File: config.mk
export PLATFORM = sky130hd
export DESIGN_NAME = clk_gen_cfg_ctrl
export DESIGN_NICKNAME = d
export VERILOG_FILES = /design/src/rtl/clk_gen_ctrl_pkg.sv /design/src/rtl/clk_edge_watchdog.sv /design/src/rtl/clk_gen_cfg_ctrl.sv
export SDC_FILE = /design/constraint.sdc
export NUM_CORES = 1
export LEC_CHECK = 0
export ABC_AREA = 1
export BUFFER_PORTS_ARGS = -buffer_cell sky130_fd_sc_hd__buf_2
export CORE_MARGIN = 2
export CORE_UTILIZATION = 45
export CTS_BUF_LIST = sky130_fd_sc_hd__clkbuf_16
export DETAILED_ROUTE_END_ITERATION = 12
export PLACE_DENSITY_LB_ADDON = 0.25
export RECOVER_POWER = 25
export SYNTH_ARGS = -nofsm -noshare
export SYNTH_HDL_FRONTEND = slang
export SYNTH_HIERARCHICAL = 1
export SYNTH_SLANG_ARGS = --single-unit
File: constraint.sdc
create_clock -name I_sys_clk -period 2.5 [get_ports I_sys_clk]
set_clock_uncertainty 0.2 [all_clocks]
set_input_delay 0.5 -clock I_sys_clk [delete_from_list [all_inputs] [get_ports I_sys_clk]]
set_output_delay 0.5 -clock I_sys_clk [all_outputs]
set_load 0.02 [all_outputs]
File: src/rtl/clk_gen_ctrl_pkg.sv
// Shared types, reset defaults and request validation for the clock
// generator configuration controller.
package clk_gen_ctrl_pkg;

  typedef enum logic [1:0] {
    ST_IDLE      = 2'd0,
    ST_STOP      = 2'd1,
    ST_LOAD      = 2'd2,
    ST_WAIT_EDGE = 2'd3
  } ctrl_state_e;

  typedef logic [31:0] cfg_word_t;

  localparam cfg_word_t DEF_FREQ   = 32'd125000;
  localparam cfg_word_t DEF_EXPECT = 32'd2048;

  // Widened to 33 bits so that doubling a large denominator cannot wrap.
  function automatic logic cfg_is_valid(input cfg_word_t freq, input cfg_word_t expect_clk);
    logic [32:0] freq_ext;
    logic [32:0] twice_expect;
    freq_ext     = {1'b0, freq};
    twice_expect = {expect_clk, 1'b0};
    return (expect_clk != 32'd0) && (freq_ext >= twice_expect);
  endfunction

endpackage

File: src/rtl/clk_edge_watchdog.sv
// Rising-edge detector on the divider feedback clock plus the lock timeout
// counter; both are only meaningful while en is high.
module clk_edge_watchdog #(
  parameter int unsigned TIMEOUT_CYC = 1024
) (
  input  logic clk,
  input  logic rst,
  input  logic en,
  input  logic div_clk,
  output logic edge_seen,
  output logic timeout
);
  localparam int unsigned   CW    = $clog2(TIMEOUT_CYC + 1);
  localparam logic [CW-1:0] LIMIT = CW'(TIMEOUT_CYC);

  logic [CW-1:0] cnt_q, cnt_d, cnt_inc;
  logic          div_prev_q, div_prev_d;

  // Counter restarts from zero each time the wait window opens.
  always_comb begin
    cnt_inc    = cnt_q + CW'(1'b1);
    div_prev_d = div_clk;
    if (!en) begin
      cnt_d = '0;
    end else if (cnt_q == LIMIT) begin
      cnt_d = cnt_q;
    end else begin
      cnt_d = cnt_inc;
    end
    edge_seen = en & div_clk & ~div_prev_q;
    timeout   = en && (cnt_inc == LIMIT);
  end

  // Counter and delayed feedback sample.
  always_ff @(posedge clk) begin
    if (rst) begin
      cnt_q      <= '0;
      div_prev_q <= 1'b0;
    end else begin
      cnt_q      <= cnt_d;
      div_prev_q <= div_prev_d;
    end
  end

endmodule

File: src/rtl/clk_gen_cfg_ctrl.sv
// Reconfiguration sequencer for the clock divider: validate request, stop the
// divider, load new ratio with a config reset, then wait for the first edge.
module clk_gen_cfg_ctrl #(
  parameter int unsigned STOP_CYC    = 4,
  parameter int unsigned RST_CYC     = 2,
  parameter int unsigned TIMEOUT_CYC = 1024,
  parameter logic [31:0] DEF_FREQ    = clk_gen_ctrl_pkg::DEF_FREQ,
  parameter logic [31:0] DEF_EXPECT  = clk_gen_ctrl_pkg::DEF_EXPECT
) (
  input  logic        I_sys_clk,
  input  logic        I_rst,
  input  logic        I_cfg_valid,
  output logic        O_cfg_ready,
  input  logic [31:0] I_cfg_freq,
  input  logic [31:0] I_cfg_expect,
  input  logic        I_div_exp_clk,
  output logic        O_gen_stop,
  output logic        O_rst_cfg,
  output logic [31:0] O_sys_clk_freq,
  output logic [31:0] O_expect_clk,
  output logic        O_cfg_done,
  output logic        O_cfg_err,
  output logic        O_locked
);
  import clk_gen_ctrl_pkg::*;

  localparam int unsigned   PH_MAX    = (STOP_CYC > RST_CYC) ? STOP_CYC : RST_CYC;
  localparam int unsigned   PW        = (PH_MAX > 1) ? $clog2(PH_MAX) : 1;
  localparam logic [PW-1:0] STOP_LAST = PW'(STOP_CYC - 1);
  localparam logic [PW-1:0] RST_LAST  = PW'(RST_CYC - 1);

  ctrl_state_e   state_q, state_d;
  logic [PW-1:0] phase_q, phase_d;
  cfg_word_t     cap_freq_q, cap_freq_d;
  cfg_word_t     cap_expect_q, cap_expect_d;
  cfg_word_t     freq_q, freq_d;
  cfg_word_t     expect_q, expect_d;
  logic          ready_q, ready_d;
  logic          gen_stop_q, gen_stop_d;
  logic          rst_cfg_q, rst_cfg_d;
  logic          done_q, done_d;
  logic          err_q, err_d;
  logic          locked_q, locked_d;

  logic          req_ok;
  logic          wait_active;
  logic          edge_seen;
  logic          timeout;

  assign req_ok      = cfg_is_valid(I_cfg_freq, I_cfg_expect);
  assign wait_active = (state_q == ST_WAIT_EDGE);

  clk_edge_watchdog #(
    .TIMEOUT_CYC(TIMEOUT_CYC)
  ) u_watchdog (
    .clk      (I_sys_clk),
    .rst      (I_rst),
    .en       (wait_active),
    .div_clk  (I_div_exp_clk),
    .edge_seen(edge_seen),
    .timeout  (timeout)
  );

  // Sequencer next state and next registered outputs.
  always_comb begin
    state_d      = state_q;
    phase_d      = phase_q;
    cap_freq_d   = cap_freq_q;
    cap_expect_d = cap_expect_q;
    freq_d       = freq_q;
    expect_d     = expect_q;
    gen_stop_d   = gen_stop_q;
    rst_cfg_d    = rst_cfg_q;
    locked_d     = locked_q;
    done_d       = 1'b0;
    err_d        = 1'b0;

    case (state_q)
      ST_IDLE: begin
        if (I_cfg_valid && ready_q) begin
          if (req_ok) begin
            cap_freq_d   = I_cfg_freq;
            cap_expect_d = I_cfg_expect;
            state_d      = ST_STOP;
            phase_d      = '0;
            gen_stop_d   = 1'b1;
            locked_d     = 1'b0;
          end else begin
            err_d = 1'b1;
          end
        end else begin
          state_d = ST_IDLE;
        end
      end
      ST_STOP: begin
        if (phase_q == STOP_LAST) begin
          state_d   = ST_LOAD;
          phase_d   = '0;
          freq_d    = cap_freq_q;
          expect_d  = cap_expect_q;
          rst_cfg_d = 1'b1;
        end else begin
          phase_d = phase_q + PW'(1'b1);
        end
      end
      ST_LOAD: begin
        if (phase_q == RST_LAST) begin
          state_d    = ST_WAIT_EDGE;
          phase_d    = '0;
          gen_stop_d = 1'b0;
          rst_cfg_d  = 1'b0;
        end else begin
          phase_d = phase_q + PW'(1'b1);
        end
      end
      ST_WAIT_EDGE: begin
        // An edge landing on the timeout cycle still counts as a lock.
        if (edge_seen) begin
          done_d   = 1'b1;
          locked_d = 1'b1;
          state_d  = ST_IDLE;
        end else if (timeout) begin
          err_d    = 1'b1;
          locked_d = 1'b0;
          state_d  = ST_IDLE;
        end else begin
          state_d = ST_WAIT_EDGE;
        end
      end
      default: begin
        state_d    = ST_IDLE;
        gen_stop_d = 1'b0;
        rst_cfg_d  = 1'b0;
      end
    endcase

    ready_d = (state_d == ST_IDLE);
  end

  // State and output registers.
  always_ff @(posedge I_sys_clk) begin
    if (I_rst) begin
      state_q      <= ST_IDLE;
      phase_q      <= '0;
      cap_freq_q   <= '0;
      cap_expect_q <= '0;
      freq_q       <= DEF_FREQ;
      expect_q     <= DEF_EXPECT;
      ready_q      <= 1'b0;
      gen_stop_q   <= 1'b0;
      rst_cfg_q    <= 1'b0;
      done_q       <= 1'b0;
      err_q        <= 1'b0;
      locked_q     <= 1'b0;
    end else begin
      state_q      <= state_d;
      phase_q      <= phase_d;
      cap_freq_q   <= cap_freq_d;
      cap_expect_q <= cap_expect_d;
      freq_q       <= freq_d;
      expect_q     <= expect_d;
      ready_q      <= ready_d;
      gen_stop_q   <= gen_stop_d;
      rst_cfg_q    <= rst_cfg_d;
      done_q       <= done_d;
      err_q        <= err_d;
      locked_q     <= locked_d;
    end
  end

  assign O_cfg_ready    = ready_q;
  assign O_gen_stop     = gen_stop_q;
  assign O_rst_cfg      = rst_cfg_q;
  assign O_sys_clk_freq = freq_q;
  assign O_expect_clk   = expect_q;
  assign O_cfg_done     = done_q;
  assign O_cfg_err      = err_q;
  assign O_locked       = locked_q;

endmodule

; After elaboration in Yosys (flattened, before gate mapping)
; Index checks and enable logic that the tools add are counted.
[totals]
register_bits = 150
latchBits = 0
mem_bits_rw = 0
mem_bits_ro = 0
inputBits = 68
output_inout_bits = 70
wordCells = 79
memories = 0
[classes]
addsub = 2
multipliers = 0
div_mod_pow = 0
order_cmp = 1
eq_ne = 12
shifts = 0
n_mux = 29
n_bitwise = 4
n_reduce_logical = 17
[op_table]
columns = cell, n
row1 = >= comparator 32 x 33 -> 1 bit, 1
row2 = nonzero test 32 bit, 1
row3 = equality test 11 bit (second input constant), 2
row4 = two-way mux 2 bit, 10
row5 = two-way mux 1 bit, 13
row6 = adder 11 x 1 -> 11 bit (second input constant), 1
row7 = AND reduction 3 bit, 3
row8 = inequality test 2 bit (second input constant), 4
row9 = case mux 1 bit (2 select lines), 4
row10 = case mux 2 bit (4 select lines), 1
row11 = AND reduction 4 bit, 2
row12 = equality test 2 bit (second input constant), 3
row13 = case mux 2 bit (3 select lines), 1
row14 = nonzero test 2 bit, 3
row15 = equality test 2 x 1 -> 1 bit (second input constant), 2
row16 = logical NOT 2 bit, 2
row17 = logical AND 1 bit, 3
row18 = inequality test 3 bit (second input constant), 1
row19 = nonzero test 3 bit, 1
row20 = adder 2 x 1 -> 2 bit (second input constant), 1
row21 = bitwise AND 1 bit, 2
row22 = inverter 1 bit, 2
row23 = AND reduction 2 bit, 1
row24 = OR reduction 2 bit, 1

; Logic depth before layout (Yosys ltp)
; Gate-level depths: netlist of run 1.
[logic_depth]
ltp_word = 7
depth_mapped = 18
mapped_depth_nobuf = 18

; By module
; The synthesis of run 1 kept the hierarchy.
[modules_own_cells]
columns = mod, n_inst, cells_each, area_each_um2, seq_area_each_um2
row1 = clk_gen_cfg_ctrl, 1, 809, 5974.5, 2762.6
row2 = clk_edge_watchdog, 1, 108, 701.9, 240.2

; Worst setup path before layout of run 1
; No wires, ideal clock.
[synth_path]
path_type = input -> register
from = in I_cfg_expect[15]
to = reg cap_freq_q[11]
setup_ns = 0.132
arrival_ns = 1.887
t_required_ns = 2.168
slack_ns = 0.281
path_stages = 15
n_path_buf = 2
cell_sequence = inv_1 ha_1 nand2_1 nor2_1 nand2_1 nor2_1 nand3_1 nand2_1 nor2_1 nand2_2 nand4_4 buf_6 buf_4 nand2_1 a21oi_1
[synth_via]
elab_chain_cells = 3
elab_cells_between_ends = 4
cone_classes = order compare (1) / reduce/logical (3)
[synth_lines]
columns = item, line_no
row1 = "start, declared", clk_gen_cfg_ctrl.sv:15  ; input logic [31:0] I_cfg_expect,
row2 = >= comparator 32 x 33 -> 1 bit / nonzero test 32 bit (equally long branches), clk_gen_ctrl_pkg.sv:23  ; return (expect_clk != 32'd0) && (freq_ext >= twice_expect);
row3 = logical AND 1 bit *, clk_gen_ctrl_pkg.sv:23
row4 = AND reduction 3 bit (no source line) *, n/a
row5 = "end signal, assigned", clk_gen_cfg_ctrl.sv:158  ; cap_freq_q <= cap_freq_d;
row6 = "end, declared", clk_gen_cfg_ctrl.sv:34  ; cfg_word_t cap_freq_q, cap_freq_d;
; Every way passes the cells marked *; elsewhere a longest branch is shown, timed or not.
; A chain may end at the register's enable or synchronous reset.

; Worst setup path after layout of run 1
[layout_path]
from = reg u_watchdog.cnt_q[0]
to = reg ready_q (netlist: O_cfg_ready)
[layout_via]
elab_chain_cells = 7
[layout_lines]
columns = item, line_no
row1 = "start, declared", clk_edge_watchdog.sv:16  ; logic [CW-1:0] cnt_q, cnt_d, cnt_inc;
row2 = "start signal, assigned", clk_edge_watchdog.sv:40  ; cnt_q <= cnt_d;
row3 = adder 11 x 1 -> 11 bit, clk_edge_watchdog.sv:21  ; cnt_inc = cnt_q + CW'(1'b1);
row4 = equality test 11 bit, clk_edge_watchdog.sv:31  ; timeout = en && (cnt_inc == LIMIT);
row5 = logical AND 1 bit, clk_edge_watchdog.sv:31
row6 = net timeout, clk_gen_cfg_ctrl.sv:48  ; logic timeout;
row7 = two-way mux 2 bit, clk_gen_cfg_ctrl.sv:122  ; end else if (timeout) begin
row8 = two-way mux 2 bit, clk_gen_cfg_ctrl.sv:118  ; if (edge_seen) begin
row9 = case mux 2 bit (4 select lines), clk_gen_cfg_ctrl.sv:78  ; case (state_q)
row10 = logical NOT 2 bit, clk_gen_cfg_ctrl.sv:137  ; ready_d = (state_d == ST_IDLE);
row11 = "end signal, assigned", clk_gen_cfg_ctrl.sv:162  ; ready_q <= ready_d;
row12 = "end, declared", clk_gen_cfg_ctrl.sv:38  ; logic ready_q, ready_d;
; The timed path passes the listed nets, and every way through them passes these cells.

==> results of run 1 <==
[metrics by stage]
step / setup TNS (ns) / setup WS, ns / utilization
floorplan: 0 / 0.281 / -
CTS: 0 / 0.0210 / 0.575
global route: 0 / 0.000124 / 0.571
finish: 0 / 0.148 / 0.571
detailed placement: -1.90 / -0.0610 / 0.531
global placement: -1.24 / -0.0479 / 0.531
[flip-flops by register name (all words and copies together), names as in the netlist, 2 cells and up]
signal and count:
O_expect_clk 32, O_sys_clk_freq 32, cap_expect_q 32, cap_freq_q 32, phase_q 2, state_q 2
u_watchdog/cnt_q 11
[worst max-delay path: stages (launching register included)]
cell	delay, ns
dfxtp_2	0.37
ha_1	0.18
nand2_2	0.11
nor2_4	0.14
nand2_1	0.07
nand2_1	0.08
nand2_1	0.05
nor2_1	0.11
nand2_1	0.09
nor2_2	0.13
nor2_1	0.08
inv_1	0.09
nand2_1	0.08
o21ai_1	0.17
a32o_1	0.17
nand3_1	0.08
nor2_1	0.09
[power breakdown]
group	internal [mW]	leakage [nW]	switching [mW]	total, mW
sequential	2.42	1.21	0.0147	2.44
combinational	0.172	2.03	0.250	0.422
clock	1.84	0.323	0.953	2.80
[cell families after synthesis]
kind of cell | count (synthesis) | synth area share
DFF | 150 | 0.450
AOI/OAI and AO/OA | 160 | 0.124
adders and majority gates | 41 | 0.0768
xor gates and xnor gates | 1 | 0.00131
and+or+nand+nor | 450 | 0.272
buffers and inverters | 115 | 0.0755
[layout make-up]
class	instances	area, µm²
Clock buffer	17	425
Clock inverter	14	216
Fill cell	1463	6240
Inverter	74	280
Multi-Input combinational cell	652	3170
Sequential cell	150	3000
Tap cell	184	230
Timing Repair Buffer	173	965
[per-layer routing]
layer | up-vias | track usage | part of all wire
met3 | 20 | 0.0531 | 0.062
met1 | 2801 | 0.304 | 0.48
met2 | 168 | 0.358 | 0.45
li1 | 3228 | - | -
met5 | - | 0 | 0.00075
met4 | 2 | 0.0672 | 0.014
[synthesized netlist by cell type, drive strengths merged]
cell type | number | area [µm²]
nand3 | 21 | 115
clkinv | 1 | 3.75
nand4 | 11 | 83.8
buf | 14 | 123
o221a | 1 | 11.3
nor3 | 4 | 25.0
a21o | 2 | 15.0
a32o | 1 | 10.0
o21ai | 65 | 325
a21oi | 89 | 449
a211oi | 1 | 7.51
inv | 73 | 277
o211a | 1 | 10.0
xor2 | 1 | 8.76
or2 | 1 | 6.26
nor2 | 167 | 642
dfxtp | 150 | 3000
clkbuf | 27 | 101
nor4 | 1 | 6.26
ha | 41 | 513
nand3b | 3 | 22.5
and2 | 1 | 6.26
nand2 | 241 | 912
[worst max-delay path by stage]
stage	startpoint	cells after the start	end	slack [ns]
floorplan	I_cfg_expect[15]	15	cap_freq_q[11]$_SDFFE_PP0P_	0.28
global placement	I_cfg_expect[13]	16	cap_freq_q[24]$_SDFFE_PP0P_	-0.05
detailed placement	I_cfg_expect[19]	15	cap_freq_q[2]$_SDFFE_PP0P_	-0.06
CTS	u_watchdog/cnt_q[0]$_SDFFE_PP0P_	16	O_cfg_ready$_SDFF_PP0_	0.02
global route	u_watchdog/cnt_q[0]$_SDFFE_PP0P_	16	O_cfg_ready$_SDFF_PP0_	0.0001
finish	u_watchdog/cnt_q[0]$_SDFFE_PP0P_	16	O_cfg_ready$_SDFF_PP0_	0.15
[repair_timing]
| item | CTS | global route |
|---|---|---|
| hold endpoints to repair | 0 | 0 |
| setup endpoints to repair | 0 | 3 |
| hold buffers | 0 | 0 |
| resized for setup | 0 | 4 |
==> qor.yml, run 1 <==
worst_hold_path:
  min_path_cells: 3
  min-delay-start: "I_div_exp_clk"
  hp-class: "input port to flop"
  hold_end: "u_watchdog/div_prev_q$_SDFF_PP0_"
power:
  power.density_nw_per_um2: 682
  total_power_mw: 5.65
  leakage_nw: 3.57
  ir_drop_mv: 0.525
drt:
  drt_pass1_iterations: 5
  postRouteAntennaNets: 0
  vias: 6219
  vias_per_cell: 4.92
  drt-initial-drc-count: 495
  wl_per_cell_um: 13.8
  routed_wl_um: 17400
  drc: 0
synth:
  yosys_register_bits: 150
  synth_cells: 917
  syn_nets: 1026
  synth.yosys.seq_area_share: 0.450
  syn_area_per_cell_um2: 7.28
  synth_area_um2: 6680
  synth.distinct_cells: 36
  ys_warn_count: 6
global_route:
  track_usage: 0.224
  gr-total-overflow: 0
  grt_max_degree: 66
  grt_pass1_vias: 5949
  grt_pass1_wl_um: 28800
  antenna_found_initial: 1
clocking:
  cts_made_buffers: 17
  postCtsSetupBuffers: 0
  cts_buffer_depth: 2
  htreeDepth: 4
  clk_latency_ns: 0.42
  cts_sinks: 150
  root_buffer: "clkbuf_16"
  cts_tree: "yes"
  cts.clk_slew.worst_paths_ns: 0.06
final_layout:
  final_cells: 1264
  final_area_um2: 8290
  layout_commonest_cell: "nand2_1"
  drive_gt1_frac: 0.155
  n_antenna_cell: 0
  final_cell_mix: "nand2_1, nor2_1, dfxtp_1"
  nets: 1177
  areaGrowthSynthToFinish_pct: 24.2
floorplanning:
  rows: 44
  start_util: 0.459
  dieArea_um2: 15800
  die_h_um: 126
  die_x_um: 126
  core_um2: 14500
  io_pins: 138
placement:
  dp_hpwl_um: 12200
  placed_cells: 1233
  port_buffers: 137
  globalplace.congestion: 0.861
  post_dp_cell_area_um2: 7720
critical_path:
  crit_type: "flop to flop"
  r2r_end: "O_cfg_ready$_SDFF_PP0_"
  critPathCaptureType: "flop"
  cp_data_required_time_ns: 2.66
  ff2ff_path_depth: 16
  arrival_ns: 2.51
  cp_max_fo: 5
  timing.rr.start: "u_watchdog/cnt_q[0]$_SDFFE_PP0P_"
  regToRegSetupSlack_ns: 0.15
  cp-start-kind: "flop"
sta:
  rsz0062_at_grt: "no"
  period_minus_slack_ns: 2.35
  whs_ns: 0.127
  worst_pin_slew_ns: 1.19
  finalSetupViolCount: 0
  finalHoldViolCount: 0
  timing.final.crit_share: 0.941
  max_freq_ghz: 0.425
  maxSlewHeadroom: 0.205
  drv_slew: 0
job:
  max_cap_violations: 0
status:
  outcome: "finished clean"
(Power assumes the default switching activity.)
==> run 2, diff against run 1 <==
CORE_UTILIZATION = 34   (was 45)
==> run 2 against run 1 <==
Against the previous run:
- combinational power decreased by 6.9%
- die area increased by 31%
- hold slack got worse by 0.021 ns
- cell area decreased by 0.56%
- setup slack improved by 0.028 ns
- first-iteration DRC count decreased by 31%
==> qor.yml, run 2 (synthesis results as in run 1) <==
status:
  outcome: "finished clean"
clocking:
  cts.clk_slew.worst_paths_ns: 0.06  # about the same
  cts_sinks: 150  # unchanged
  cts_made_buffers: 17  # unchanged
  clk_latency_ns: 0.43  # about the same
  cts_tree: "yes"
  ctsHoldBuffers: 0  # unchanged
  cts_buffer_depth: 2  # unchanged
  root_buffer: "clkbuf_16"
  htreeDepth: 4  # unchanged
power:
  power.density_nw_per_um2: 644  # -5.4%
  leakage_nw: 3.48  # -2.5%
  total_power_mw: 5.31  # -6.0%
  ir_drop_mv: 0.452  # -14%
drt:
  routed_wl_um: 17700  # +1.8%
  postRouteAntennaNets: 0  # unchanged
  drt-initial-drc-count: 342  # -31%
  vias: 6065  # -2.5%
  wl_per_cell_um: 13.2  # -3.9%
  drt_pass1_iterations: 4  # -1
  drc: 0  # unchanged
  vias_per_cell: 4.53  # -7.9%
critical_path:
  critPathCaptureType: "flop"
  cp_data_required_time_ns: 2.61  # -0.05 ns
  regToRegSetupSlack_ns: 0.18  # +0.03 ns
  crit_type: "flop to flop"
  cp_max_fo: 5  # unchanged
  timing.rr.start: "u_watchdog/cnt_q[0]$_SDFFE_PP0P_"
  r2r_end: "O_cfg_ready$_SDFF_PP0_"
  arrival_ns: 2.44  # -0.07 ns
  cp-start-kind: "flop"
  ff2ff_path_depth: 15  # -1
placement:
  dp_hpwl_um: 13000  # +6.3%
  post_dp_cell_area_um2: 7710  # about the same
  port_buffers: 137  # unchanged
  placed_cells: 1303  # +5.7%
  globalplace.congestion: 0.850  # -1.4%
  place_ws_ns: -0.0690  # -0.00797 ns
sta:
  finalSetupViolCount: 0  # unchanged
  max_freq_ghz: 0.430  # +1.2%
  timing.final.crit_share: 0.930  # -0.0113
  drv_slew: 0  # unchanged
  finalHoldViolCount: 0  # unchanged
  finalWorstSetupSlack_ns: 0.176  # +0.0282 ns
  worst_pin_slew_ns: 0.802  # -0.390 ns
  rsz0062_at_grt: "no"
  period_minus_slack_ns: 2.32  # -0.0282 ns
  whs_ns: 0.106  # -0.0212 ns
  maxSlewHeadroom: 0.465  # +0.260
  tns_ns: 0  # unchanged
floorplanning:
  dieArea_um2: 20800  # +31%
  die_x_um: 144  # +15%
  rows: 51  # +16%
  io_pins: 138  # unchanged
  core_um2: 19300  # +33%
  die_h_um: 144  # +15%
  start_util: 0.345  # -0.114
global_route:
  grt_pass1_wl_um: 28200  # -2.1%
  grt_pass1_vias: 5476  # -8.0%
  track_usage: 0.175  # -0.0491
  gr-total-overflow: 0  # unchanged
  antenna_found_initial: 4  # +3
  grt_max_degree: 73  # +11%
final_layout:
  final_cells: 1339  # +5.9%
  final_cell_mix: "nand2_1, nor2_1, dfxtp_1"
  finish.utilization: 0.427  # -0.144
  areaGrowthSynthToFinish_pct: 23.5
  nets: 1168  # -0.76%
  layout_commonest_cell: "nand2_1"
  drive_gt1_frac: 0.154  # -0.000712
  final_area_um2: 8250  # -0.56%
worst_hold_path:
  min-delay-start: "I_div_exp_clk"
  min_path_cells: 3  # unchanged
  hp-class: "input port to flop"
  hold_end: "u_watchdog/div_prev_q$_SDFF_PP0_"
job:
  max_cap_violations: 0  # unchanged
==> run 2: cell types whose count changed in the layout (fill, tap and decap cells not counted), sizes merged, moves of 2 or more <==
cell and delta:
buf -10, bufinv -5, clkinvlp +4, inv +3, diode +2
==> run 2: timing repair <==
| action | CTS | global route |
|---|---|---|
| hold endpoints to repair | 0 | 0 |
| endpoints found under the setup margin | 0 | 3 |
| setup buffers | 0 | 2 |
| resized for setup | 0 | 6 |
==> run 2: layer usage <==
layer | track usage | wire length, µm | share of wire
met2 | 0.257 | 7540 | 0.43
met4 | 0.0618 | 295 | 0.017
met5 | 0 | 13 | 0.00073
met3 | 0.0517 | 1060 | 0.060
met1 | 0.244 | 8800 | 0.50
==> run 2: worst max-delay path, cell delays in order (launching register included) <==
cell and delay [ns]:
dfxtp_4 0.37, ha_2 0.20, nand2_4 0.08, nor2_4 0.14, buf_4 0.12, xor2_1 0.18, nor2_1 0.07, nand2_1 0.07
nor2_2 0.05, nor2_1 0.13, inv_1 0.08, nand2_1 0.07, o21ai_1 0.06, a32o_2 0.25, nand3_1 0.08, nor2_1 0.05
==> run 2: area by class of cell <==
class | instances | area (µm²)
clock buffer | 17 | 425
fill | 2032 | 11100
inverter | 74 | 280
clock inverter | 15 | 144
multi-input combinational | 652 | 3180
antenna | 2 | 5.00
timing repair buffer | 164 | 873
tap | 265 | 332
sequential | 150 | 3010
==> run 2: worst max path at each step <==
stage,start,end,slack (ns),cells after the start
floorplan,I_cfg_expect[15],cap_freq_q[11]$_SDFFE_PP0P_,0.28,15
global placement,I_cfg_expect[27],O_cfg_ready$_SDFF_PP0_,-0.06,15
detailed placement,I_cfg_expect[27],cap_expect_q[27]$_SDFFE_PP0P_,-0.07,15
CTS,u_watchdog/cnt_q[0]$_SDFFE_PP0P_,O_cfg_ready$_SDFF_PP0_,0.08,16
global route,u_watchdog/cnt_q[0]$_SDFFE_PP0P_,O_cfg_ready$_SDFF_PP0_,0.01,16
finish,u_watchdog/cnt_q[0]$_SDFFE_PP0P_,O_cfg_ready$_SDFF_PP0_,0.18,15
==> run 2: power breakdown <==
part	leakage (nW)	switching [mW]	total, mW	internal, mW
registers	1.21	0.0147	2.43	2.42
logic	2.00	0.239	0.393	0.154
clock network	0.268	1.10	2.49	1.39
==> run 3, diff against run 2 <==
HOLD_SLACK_MARGIN = 0.06   (was default)
SKIP_CTS_REPAIR_TIMING = 1   (was default)
clock period = 1.9 ns   (was 2.5 ns; I/O delays follow)
==> run 3 against run 2 <==
Against the previous run:
- the flow now finishes with violations (setup timing)
- die area stayed put
- combinational power rose to 2.6 times the previous value
- via count up 14%
- setup slack got worse by 0.40 ns
- cell area grew 30%
- utilization rose by 13 points
- count of clock-buffer cells in the layout is the same
- sequential cell count is the same
- sequential power increased by 32%
- critical endpoint is now cap_freq_q[26]$_SDFFE_PP0P_
==> qor.yml, run 3 (synthesis results as in run 1) <==
sta:
  max_freq_ghz: 0.470
  finalSetupViolCount: 70  # +70
  tns_ns: -11.10  # -11.10 ns
  period_minus_slack_ns: 2.13
  rsz0062_at_grt: "yes"
  maxSlewHeadroom: 0.673  # +0.208
  finalWorstSetupSlack_ns: -0.226  # -0.401 ns
  timing.final.crit_share: 1.12
  finalHoldViolCount: 0  # unchanged
  drv_slew: 0  # unchanged
  worst_pin_slew_ns: 0.485  # -0.317 ns
placement:
  dp_hpwl_um: 13800  # +6.6%
  globalplace.congestion: 0.821  # -3.3%
  place_ws_ns: -0.536  # -0.467 ns
  port_buffers: 137  # unchanged
critical_path:
  cp-start-kind: "input port"
  critPathBufInv: 6  # +4
  crit_path_max_incr_delay_ns: 0.33  # -0.04 ns
  path_cells: "buf_6 -> inv_2 -> buf_4 -> nand4_1 -> nor3_2 -> nand4_1 -> nand4_4 -> clkinv_8 -> buf_6 -> buf_6 -> nand2_1 -> a21oi_1"
  critPathCaptureType: "flop"
  arrival_ns: 2.22  # -0.22 ns
  cp_data_required_time_ns: 1.99  # -0.62 ns
  cp_max_fo: 6  # +1
  crit_slowest_cell: "nand4_4"
  critical_path.most_common_cell: "buf_6"
  cp_top_family: "simple AND/OR/NAND/NOR gates"
  crit_type: "input port to flop"
drt:
  drc: 0  # unchanged
  drt_pass1_iterations: 5  # +1
  postRouteAntennaNets: 0  # unchanged
  vias: 6921  # +14%
  vias_per_cell: 4.79  # +5.8%
  drt-initial-drc-count: 434  # +27%
  routed_wl_um: 22600  # +28%
  wl_per_cell_um: 15.6  # +18%
floorplanning:
  dieArea_um2: 20800  # unchanged
  rows: 51  # unchanged
  io_pins: 138  # unchanged
  die_h_um: 144  # unchanged
  core_um2: 19300  # unchanged
  die_x_um: 144  # unchanged
  start_util: 0.345  # unchanged
power:
  ir_drop_mv: 0.523  # +16%
  power.density_nw_per_um2: 710  # +10%
  leakage_nw: 4.57  # +31%
clocking:
  htreeDepth: 4  # unchanged
  cts_sinks: 150  # unchanged
  cts_made_buffers: 17  # unchanged
  cts_buffer_depth: 2  # unchanged
  clk_latency_ns: 0.43  # about the same
  root_buffer: "clkbuf_16"
  cts.clk_slew.worst_paths_ns: 0.06  # about the same
  cts_tree: "yes"
final_layout:
  drive_gt1_frac: 0.400  # +0.246
  layout_commonest_cell: "nor2_1"
  regArea_um2: 3010  # +0.25%
  nets: 1271  # +8.8%
  final_cell_mix: "nor2_1, nand2_1, dfxtp_1"
  multi_input_area_um2: 4280  # +35%
  fillers: 1744  # -14%
  finish.utilization: 0.557  # +0.130
  areaGrowthSynthToFinish_pct: 61.2
status:
  outcome: "finished with violations"
  violations: "setup timing"
job:
  max_cap_violations: 0  # unchanged
global_route:
  grt_max_degree: 73  # unchanged
  grt_pass1_vias: 6095  # +11%
  gr-total-overflow: 0  # unchanged
  track_usage: 0.186  # +0.0109
  antenna_found_initial: 4  # unchanged
  grt_pass1_wl_um: 30400  # +7.8%
worst_hold_path:
  hp-class: "input port to flop"
## run 3: changes by cell type in the layout (fill, tap and decap cells not counted), sizes merged
cell         delta
dlygate4sd3    +28
buf            +87
bufinv          +2
inv             -3
clkbuf         -13
clkinvlp        -1
diode           +2
clkinv          +3
## run 3: worst paths after layout
| path | start | end | slack, ns | cells after the start |
|---|---|---|---|---|
| hold reg to reg | cap_expect_q[6]$_SDFFE_PP0P_ | cap_expect_q[6]$_SDFFE_PP0P_ | 0.26 | 2 |
| hold / removal | I_cfg_freq[8] | cap_freq_q[8]$_SDFFE_PP0P_ | 0.06 | 3 |
| setup reg to reg | u_watchdog/cnt_q[1]$_SDFFE_PP0P_ | O_cfg_ready$_SDFF_PP0_ | -0.21 | 16 |
| setup / recovery | I_cfg_expect[12] | cap_freq_q[26]$_SDFFE_PP0P_ | -0.23 | 12 |
## run 3: metal layers
layer,global-route usage,vias up,share of wire
met3,0.0427,44,0.046
met2,0.296,207,0.48
li1,-,3417,-
met1,0.248,3253,0.44
met4,0.0649,0,0.035
met5,0,-,0
## run 3: per-stage QoR
step / power [mW] / hold slack, ns / instances / instance area [µm²]
finish: 7.64 / 0.0561 / 1444 / 10800
global route: 7.92 / 0.0608 / 1444 / 10800
CTS: 7.27 / -0.0220 / 1392 / 8910
detailed placement: 3.89 / 0.231 / 1360 / 8320
global placement: 3.88 / 0.223 / 1360 / 8320
floorplan: 3.59 / 0.215 / 917 / 6810
## run 3: power by group
part / switching (mW) / internal (mW) / total (mW)
Sequential: 0.0226 / 3.18 / 3.20
Combinational: 0.537 / 0.488 / 1.03
Clock: 1.37 / 2.05 / 3.42
Total: 1.93 / 5.71 / 7.64
## run 3: worst min-delay path: stages
cell     delay, ns
buf_2         0.14
nand2_2       0.07
a21oi_1       0.05
## run 3: final cells by class
cell class                 instances  share of cell area
clock inverter                    15              0.0149
timing repair inverter             1            0.000814
antenna                            4            0.000930
inverter                          74              0.0307
sequential                       150               0.280
multi-input combinational        652               0.398
timing repair buffer             266               0.204
clock buffer                      17              0.0395
tap                              265              0.0308
